File: config.mk
export PLATFORM = sky130hd
export DESIGN_NAME = dsm_mod_ctrl
export DESIGN_NICKNAME = d
export VERILOG_FILES = /design/src/rtl/dsm_mod_ctrl_pkg.sv /design/src/rtl/dsm_bclk_gen.sv /design/src/rtl/dsm_mod_ctrl.sv
export SDC_FILE = /design/constraint.sdc
export NUM_CORES = 1
export LEC_CHECK = 0
export BUFFER_PORTS_ARGS = -buffer_cell sky130_fd_sc_hd__buf_2
export CAP_MARGIN = 15
export CORE_ASPECT_RATIO = 0.5
export CORE_MARGIN = 2
export CORE_UTILIZATION = 35
export CTS_CLUSTER_DIAMETER = 40
export DETAILED_ROUTE_END_ITERATION = 10
export PLACE_DENSITY_LB_ADDON = 0.2
export SYNTH_ARGS = -nofsm -noshare
export SYNTH_HDL_FRONTEND = slang
export SYNTH_HIERARCHICAL = 1
export SYNTH_SLANG_ARGS = --single-unit
File: constraint.sdc
create_clock -name MCLK_I -period 2.1 [get_ports MCLK_I]
set_input_delay 0.105 -clock MCLK_I [delete_from_list [all_inputs] [get_ports MCLK_I]]
set_output_delay 0.105 -clock MCLK_I [all_outputs]
set_load 0.01 [all_outputs]
File: src/rtl/dsm_mod_ctrl_pkg.sv
// Shared state encoding, silence constant and width helper for the delta-sigma modulator
// controller.
package dsm_mod_ctrl_pkg;

  typedef enum logic [1:0] {
    StIdle  = 2'd0,
    StPrime = 2'd1,
    StRun   = 2'd2,
    StMute  = 2'd3
  } state_e;

  localparam logic [7:0] SilencePattern = 8'h69;

  // Ceiling log2 with a floor of one bit, for counter widths.
  function automatic int unsigned clog2(input int unsigned val);
    int unsigned res;
    res = 0;
    for (int unsigned i = 0; i < 32; i++) begin
      if ((32'd1 << i) < val) res = i + 1;
    end
    return (res == 0) ? 1 : res;
  endfunction

endpackage

File: src/rtl/dsm_bclk_gen.sv
// DSD bit clock generator: free-running MCLK divider, registered 50% duty BCK and a one-cycle
// bit tick on the last divider count.
module dsm_bclk_gen
  import dsm_mod_ctrl_pkg::*;
#(
  parameter int unsigned DIV_RATIO = 4
) (
  input  logic clk_i,
  input  logic rst_ni,
  output logic bck_o,
  output logic bit_tick_o
);

  localparam int unsigned DivW = clog2(DIV_RATIO);
  localparam logic [DivW-1:0] DivLast = DivW'(DIV_RATIO - 1);
  localparam logic [DivW-1:0] DivHalf = DivW'(DIV_RATIO / 2);

  logic [DivW-1:0] div_cnt_q, div_cnt_d;
  logic            bck_q;

  always_comb begin
    div_cnt_d = (div_cnt_q == DivLast) ? '0 : div_cnt_q + DivW'(1);
  end

  // BCK is registered from the next count so it lines up with div_cnt itself.
  always_ff @(posedge clk_i or negedge rst_ni) begin
    if (!rst_ni) begin
      div_cnt_q <= '0;
      bck_q     <= 1'b0;
    end else begin
      div_cnt_q <= div_cnt_d;
      bck_q     <= (div_cnt_d >= DivHalf);
    end
  end

  assign bck_o      = bck_q;
  assign bit_tick_o = (div_cnt_q == DivLast);

endmodule

File: src/rtl/dsm_mod_ctrl.sv
// Sequencer for the 1-bit delta-sigma modulator: PCM hold/handshake, step strobes, DSD output.
// Define DSM_CTRL_SILENCE_PATTERN_EN to emit 8'h69 as silence instead of alternating 1,0.
module dsm_mod_ctrl
  import dsm_mod_ctrl_pkg::*;
#(
  parameter int unsigned PCM_Bit_Length = 32,
  parameter int unsigned DIV_RATIO      = 4,
  parameter int unsigned OSR            = 64,
  parameter int unsigned UNDERRUN_LIMIT = 4
) (
  input  logic                      MCLK_I,
  input  logic                      NRST_I,
  input  logic                      EN_I,
  input  logic [PCM_Bit_Length-1:0] PCM_DATA_I,
  input  logic                      PCM_VALID_I,
  output logic                      PCM_READY_O,
  output logic [PCM_Bit_Length-1:0] DSM_DATA_O,
  output logic                      DSM_EN_O,
  output logic                      DSM_CLR_O,
  input  logic                      QUANT_DATA_I,
  output logic                      DSD_DATA_O,
  output logic                      DSD_BCK_O,
  output logic                      UNDERRUN_O,
  output logic [1:0]                STATE_O
);

  localparam int unsigned OsrW = clog2(OSR);
  localparam int unsigned UnrW = clog2(UNDERRUN_LIMIT + 1);
  localparam logic [OsrW-1:0] OsrLast = OsrW'(OSR - 1);
  localparam logic [UnrW-1:0] UnrLast = UnrW'(UNDERRUN_LIMIT - 1);

  state_e                    state_q, state_d;
  logic                      bit_tick;
  logic                      nxt_full_q;
  logic [PCM_Bit_Length-1:0] hold_q, dsm_data_q;
  logic [OsrW-1:0]           osr_cnt_q;
  logic [UnrW-1:0]           unr_cnt_q;
  logic                      underrun_q, dsd_q, sil_bit;
  logic                      pcm_ready, handshake, dsm_en, consume, underrun_ev;

  dsm_bclk_gen #(
    .DIV_RATIO(DIV_RATIO)
  ) u_bclk_gen (
    .clk_i     (MCLK_I),
    .rst_ni    (NRST_I),
    .bck_o     (DSD_BCK_O),
    .bit_tick_o(bit_tick)
  );

  always_comb begin
    pcm_ready   = (state_q != StIdle) && !nxt_full_q;
    handshake   = PCM_VALID_I && pcm_ready;
    dsm_en      = bit_tick && (state_q == StRun);
    consume     = dsm_en && (osr_cnt_q == OsrLast);
    underrun_ev = consume && !nxt_full_q && !handshake;
  end

  always_comb begin
    state_d = state_q;
    case (state_q)
      StIdle:  if (EN_I) state_d = StPrime;
      StPrime: if (bit_tick && nxt_full_q) state_d = StRun;
      StRun:   if (underrun_ev && (unr_cnt_q == UnrLast)) state_d = StMute;
      StMute:  state_d = StPrime;
      default: state_d = StIdle;
    endcase
    // Dropping the run request wins over every other transition.
    if (!EN_I) state_d = StIdle;
  end

  always_ff @(posedge MCLK_I or negedge NRST_I) begin
    if (!NRST_I) begin
      state_q    <= StIdle;
      nxt_full_q <= 1'b0;
      hold_q     <= '0;
      dsm_data_q <= '0;
      osr_cnt_q  <= '0;
      unr_cnt_q  <= '0;
      underrun_q <= 1'b0;
      dsd_q      <= 1'b0;
    end else begin
      state_q <= state_d;
      if (handshake) begin
        hold_q     <= PCM_DATA_I;
        nxt_full_q <= 1'b1;
      end
      if (dsm_en) osr_cnt_q <= consume ? '0 : osr_cnt_q + OsrW'(1);
      if (consume) begin
        if (nxt_full_q) begin
          dsm_data_q <= hold_q;
          nxt_full_q <= 1'b0;
          unr_cnt_q  <= '0;
        end else if (handshake) begin
          // Sample arrived just in time: feed it straight through, hold stays empty.
          dsm_data_q <= PCM_DATA_I;
          nxt_full_q <= 1'b0;
          unr_cnt_q  <= '0;
        end else begin
          dsm_data_q <= '0;
          underrun_q <= 1'b1;
          unr_cnt_q  <= unr_cnt_q + UnrW'(1);
        end
      end
      if ((state_q == StPrime) && (state_d == StRun)) begin
        dsm_data_q <= hold_q;
        nxt_full_q <= 1'b0;
        osr_cnt_q  <= '0;
      end
      if (state_q == StMute) begin
        dsm_data_q <= '0;
        unr_cnt_q  <= '0;
      end
      if (state_d == StIdle) begin
        nxt_full_q <= 1'b0;
        underrun_q <= 1'b0;
        unr_cnt_q  <= '0;
      end
      if (bit_tick) dsd_q <= (state_q == StRun) ? QUANT_DATA_I : sil_bit;
    end
  end

`ifdef DSM_CTRL_SILENCE_PATTERN_EN
  logic [2:0] sil_ptr_q;

  // Pointer parks at the MSB while running so each silence burst starts from bit 7.
  always_ff @(posedge MCLK_I or negedge NRST_I) begin
    if (!NRST_I) begin
      sil_ptr_q <= 3'd7;
    end else if (state_q == StRun) begin
      sil_ptr_q <= 3'd7;
    end else if (bit_tick) begin
      sil_ptr_q <= sil_ptr_q - 3'd1;
    end
  end

  assign sil_bit = SilencePattern[sil_ptr_q];
`else
  logic sil_q;

  always_ff @(posedge MCLK_I or negedge NRST_I) begin
    if (!NRST_I) begin
      sil_q <= 1'b1;
    end else if (state_q == StRun) begin
      sil_q <= 1'b1;
    end else if (bit_tick) begin
      sil_q <= ~sil_q;
    end
  end

  assign sil_bit = sil_q;
`endif

  assign PCM_READY_O = pcm_ready;
  assign DSM_DATA_O  = dsm_data_q;
  assign DSM_EN_O    = dsm_en;
  assign DSM_CLR_O   = (state_q != StRun);
  assign DSD_DATA_O  = dsd_q;
  assign UNDERRUN_O  = underrun_q;
  assign STATE_O     = state_q;

endmodule

# [Word level (Yosys, flattened, before mapping)]
# Index checks and enable logic that the tools add are counted.
[classes] eq_ne=10 reduce_logical=21 bitwise_logic=1 addsub=3 n_mux=31 order_cmp=1
[ops] cell="$mux 32" count=5
[ops] cell="$mux 6" count=3
[ops] cell="$mux 3" count=5
[ops] cell="$mux 1" count=13
[ops] cell="$logic_and 1x1->1" count=9
[ops] cell="$eq 2x2->1 const B" count=4
[ops] cell="$mux 2" count=4
[ops] cell="$reduce_bool 2->1" count=4
[ops] cell="$add 6x1->6 const B" count=1
[ops] cell="$eq 6x6->1 const B" count=1
[ops] cell="$pmux 2 s3" count=1
[ops] cell="$reduce_bool 3->1" count=2
[ops] cell="$logic_not 2->1" count=2
[ops] cell="$ne 2x1->1 const B" count=2
[ops] cell="$add 3x1->3 const B" count=1
[ops] cell="$eq 3x2->1 const B" count=1
[ops] cell="$reduce_and 3->1" count=1
[ops] cell="$add 2x1->2 const B" count=1
[ops] cell="$eq 2x1->1 const B" count=1
[ops] cell="$ge 2x2->1 const B" count=1
[ops] cell="$logic_not 1->1" count=2
[ops] cell="$ne 2x2->1 const B" count=1
[ops] cell="$reduce_or 2->1" count=1
[ops] cell="$not 1->1" count=1
[word_totals] reg_bits=82 inputBits=37 word_cells=78

# [Logic depth before layout (Yosys ltp)]
[depth] word_depth=13 depth_mapped=9 ltp_nobuf=7

# [Hierarchy]
# Netlist, hierarchy kept.
[by_module_without_submodules] module="dsm_mod_ctrl" cells_per_inst=279 instances=1 area_each_um2=3552.2
[by_module_without_submodules] module="dsm_bclk_gen" cells_per_inst=4 instances=1 area_each_um2=66.3

# [Least setup slack after synthesis]
# OpenSTA, ideal clock, no wires.
[synth_timing] path_type="flip-flop to flip-flop" from="register state_q[0] (netlist: STATE_O[0])" to="register hold_q[0]" period_less_slack_ps=1952 t_required_ps=1975 path_stages_with_launch=8 arrival_time_ps=1827 slack_ps=148 cell_sequence="dfrtp_1 > inv_1 > ha_1 > nor2_1 > and2_1 > buf_2 > buf_2 > mux2_2"
[synth_via] elab_chain_len=3
[synth_rtl] element="start, declared" line="dsm_mod_ctrl.sv:32" source="state_e state_q, state_d;"
[synth_rtl] element="start signal, assigned" line="dsm_mod_ctrl.sv:73" source="state_q <= StIdle;"
[synth_rtl] element="start signal, assigned" line="dsm_mod_ctrl.sv:82" source="state_q <= state_d;"
[synth_rtl] element="$reduce_bool 2->1" line="dsm_mod_ctrl.sv:51" source="pcm_ready = (state_q != StIdle) && !nxt_full_q;"
[synth_rtl] element="$logic_and 1x1->1" line="dsm_mod_ctrl.sv:51"
[synth_rtl] element="net PCM_READY_O" line="dsm_mod_ctrl.sv:16" source="output logic PCM_READY_O,"
[synth_rtl] element="$logic_and 1x1->1" line="dsm_mod_ctrl.sv:52" source="handshake = PCM_VALID_I && pcm_ready;"
[synth_rtl] element="end signal, assigned" line="dsm_mod_ctrl.sv:75" source="hold_q <= '0;"
[synth_rtl] element="end signal, assigned" line="dsm_mod_ctrl.sv:84" source="hold_q <= PCM_DATA_I;"
[synth_rtl] element="end, declared" line="dsm_mod_ctrl.sv:35" source="logic [PCM_Bit_Length-1:0] hold_q, dsm_data_q;"
# The timed path passes the listed nets, and every way through them passes these cells.
# A chain may end at the register's enable or synchronous reset.

# [Worst setup path in the final report]
[layout_timing] from="register state_q[1] (netlist: STATE_O[1])" to="register hold_q[11]"
[layout_via] elab_chain_len=3
[layout_rtl] element="$reduce_bool 2->1" line="dsm_mod_ctrl.sv:51"
[layout_rtl] element="$logic_and 1x1->1" line="dsm_mod_ctrl.sv:51"
[layout_rtl] element="$logic_and 1x1->1" line="dsm_mod_ctrl.sv:52"
# Every way passes these cells.

==> results.json <==
{
  "outcome": "finished clean",
  "hold_class": "input port to flop",
  "synth_nets": 328,
  "synth_top_family_by_area": "compound AO/OA/AOI/OAI gates",
  "synth_compound_area_share_pct": 20.0,
  "clk_pin_slew_worst_paths_ns": 0.06,
  "final_common_cell": "dfrtp_1",
  "fp-row-count": 26,
  "p_leak_nw": 2.04,
  "synth_flop_cell": "dfrtp_1",
  "arrival_ns": 2.18,
  "timing.hold.ws_ns": 0.0204,
  "hpwl_um": 5860,
  "synthAdderAreaFrac_pct": 2.77,
  "fin_nets": 409,
  "syn-cell-area_mm2": 0.00362,
  "cts_htree_levels": 3,
  "p_seq_share_pct": 40.7,
  "numCtsBuffers": 9,
  "slew_viol_final": 0,
  "avgViaCountPerCell": 5.26,
  "antennaDiodeCount": 0,
  "synth_edf_count": 0,
  "p_sw_share_pct": 31.6,
  "syn_area_per_cell_um2": 12.8,
  "fin_worst_skew_ns": 0.00613,
  "cts_tree": "done",
  "pwr-share-clk_pct": 26.2,
  "muxShareOfSynthArea_pct": 10.2,
  "timing.final.crit_share_pct": 93.6,
  "clock_sinks": 81,
  "die_area_mm2": 0.0112,
  "synthToLayoutAreaGrowth_pct": 25.7,
  "dieHeight_um": 75.9,
  "seq_area_frac_synth_pct": 56.1,
  "yosys_warnings": 6,
  "max_freq_ghz": 0.509,
  "clock_path_buffers": 2,
  "peakVddDrop_mv": 0.471,
  "p_switching_mw": 1.98,
  "final.setup.tns_ns": 0,
  "worstMarginPinSlew_ns": 0.451,
  "drtIter0Drc": 112,
  "rsz0062_at_grt": "false",
  "cts-root-buf": "clkbuf_16",
  "grt_max_degree": 50,
  "antenna_left": 0,
  "ios": 77,
  "cap_violations": 0,
  "worst-endpoint-required_ns": 2.32,
  "finalWirelength_um": 8730,
  "combPwrFrac_pct": 33.0,
  "drc": 0,
  "final_cell_mix": "dfrtp_1 (80), buf_2 (75), mux2_2 (32), a32oi_1 (32), o2bb2ai_1 (32)",
  "drtPass1Iterations": 4,
  "cp_max_fo": 49,
  "ys_types": 39,
  "dpl-instance-area_mm2": 0.00421,
  "synth-xor-area-share_pct": 0.726,
  "worst_setup_path_start_kind": "flop",
  "grt_pass1_vias": 2673,
  "slew-limit-headroom_pct": 70.0,
  "synth_cells": 283,
  "finalSetupViolations": 0,
  "drive_gt1_share_pct": 40.5,
  "grt_overflow": 0,
  "fp.coreArea_mm2": 0.0101,
  "p_per_area_mw_per_mm2": 1370,
  "power.internal_mw": 4.27,
  "hold_viol": 0,
  "initial_core_util_pct": 35.8,
  "cp-end-kind": "flop",
  "synth-simple-area-share_pct": 5.77,
  "vias": 2671,
  "power_mw": 6.24,
  "stdcell_count": 508,
  "post-place-cells": 492,
  "criticalPathCategory": "flop to flop",
  "wl_per_cell_um": 17.2,
  "stdcell_area_mm2": 0.00455,
  "grt.total_usage_pct": 16.3,
  "io_buffers": 76,
  "die_x_um": 148,
  "synth-seq-cells": 81,
  "antenna_found_initial": 0,
  "gp_congestion": 0.827,
  "timing.final.crit_period_ns": 1.97,
  "clock_latency_ns": 0.33,
  "async_reset_ff_share_pct": 100,
  "grt_pass1_wl_um": 13800
}
## power groups by stage
stage	logic (mW)	registers, mW	clock network, mW
6_report	2.06	2.54	1.64
3_5_place_dp	2.05	2.57	0
2_1_floorplan	1.27	2.60	0
4_1_cts	2.06	2.54	1.69
3_3_place_gp	1.97	2.54	0
5_1_grt	2.27	2.63	1.77
## per-layer routing
layer	GRT usage [%]	part of all wire, %	vias to the layer above
li1	-	-	1257
met1	21.1	47	1361
met2	25.9	48	45
met3	5.57	3.6	8
met4	6.09	1.2	0
met5	0	0	-
## kinds of logic (layout without fill, tap and decap cells)
kind of cell             count (synthesis)  after routing
buffers and inverters                   30            115
AND/OR/NAND/NOR                         40             40
AO/OA/AOI/OAI                           88             88
multiplexers                            33             33
adder cells (fa/ha/maj)                  8              8
flip-flops                              81             81
XOR/XNOR                                 3              3
## cell usage after synthesis, types with 2 or more instances
library cell  count  share of area (%)
mux2_2           32                 10
a32oi_1          32                7.7
a21o_1            2               0.41
buf_2             9                1.2
o2bb2ai_1        32                7.7
xor2_1            2               0.48
nor2_1            7               0.73
nand2_1          13                1.3
nand4_1           2               0.35
buf_6             4                1.2
a21oi_1           7               0.97
a211oi_1          4               0.83
dfrtp_1          80                 55
inv_1             7               0.73
nor3_1            3               0.41
a31oi_1           3               0.52
nand3b_1          2               0.41
clkbuf_1          8               0.83
o21ai_0           3               0.41
buf_4             2               0.41
ha_1              8                2.8
nand3_1           4               0.55
## registers in the layout (all words and copies together), names as in the netlist
signal,cells
STATE_O,2
osr_cnt_q,6
UNDERRUN_O,1
unr_cnt_q,3
nxt_full_q,1
u_bclk_gen/bck_o,1
u_bclk_gen/div_cnt_q,1
sil_bit,1
DSD_DATA_O,1
hold_q,32
DSM_DATA_O,32
## stage by stage
stage,setup slack (ns),util [%]
6_report,0.134,44.9
5_1_grt,0.00397,44.9
4_1_cts,0.0351,44.8
3_5_place_dp,0.0929,41.6
3_3_place_gp,0.186,41.6
2_1_floorplan,0.148,-
## final timing paths
kind	startpoint	endpoint	slack, ns	depth (start not counted)
max in group asynchronous	NRST_I	sil_bit	1.16	3
max	STATE_O[1]	hold_q[11]	0.13	6
max reg2reg	STATE_O[1]	hold_q[11]	0.13	6
min reg2reg	u_bclk_gen/div_cnt_q[0]	u_bclk_gen/div_cnt_q[0]	0.44	1
min in group asynchronous	NRST_I	hold_q[11]	0.27	2
min	PCM_DATA_I[14]	hold_q[14]	0.02	2
## timing repair
item / in CTS / in global routing
endpoints found under the setup margin: 0 / 37
hold buffers: 1 / 0
endpoints found under the hold margin: 32 / 0
resized for setup: 0 / 4
setup buffers: 0 / 0
## worst max-delay path: stages (launching register included)
cell     delay (ns)
dfrtp_1        0.43
inv_1          0.13
ha_1           0.22
nor2_1         0.20
and2_2         0.23
buf_12         0.24
mux2_2         0.37
## final cells by class
type	count	area [um^2]
clock inverter	3	65.1
sequential	81	2030
timing repair buffer	93	551
tap	140	175
fill	897	5570
clock buffer	12	246
inverter	7	26.3
multi-input combinational	172	1460
(Power assumes the default switching activity.)
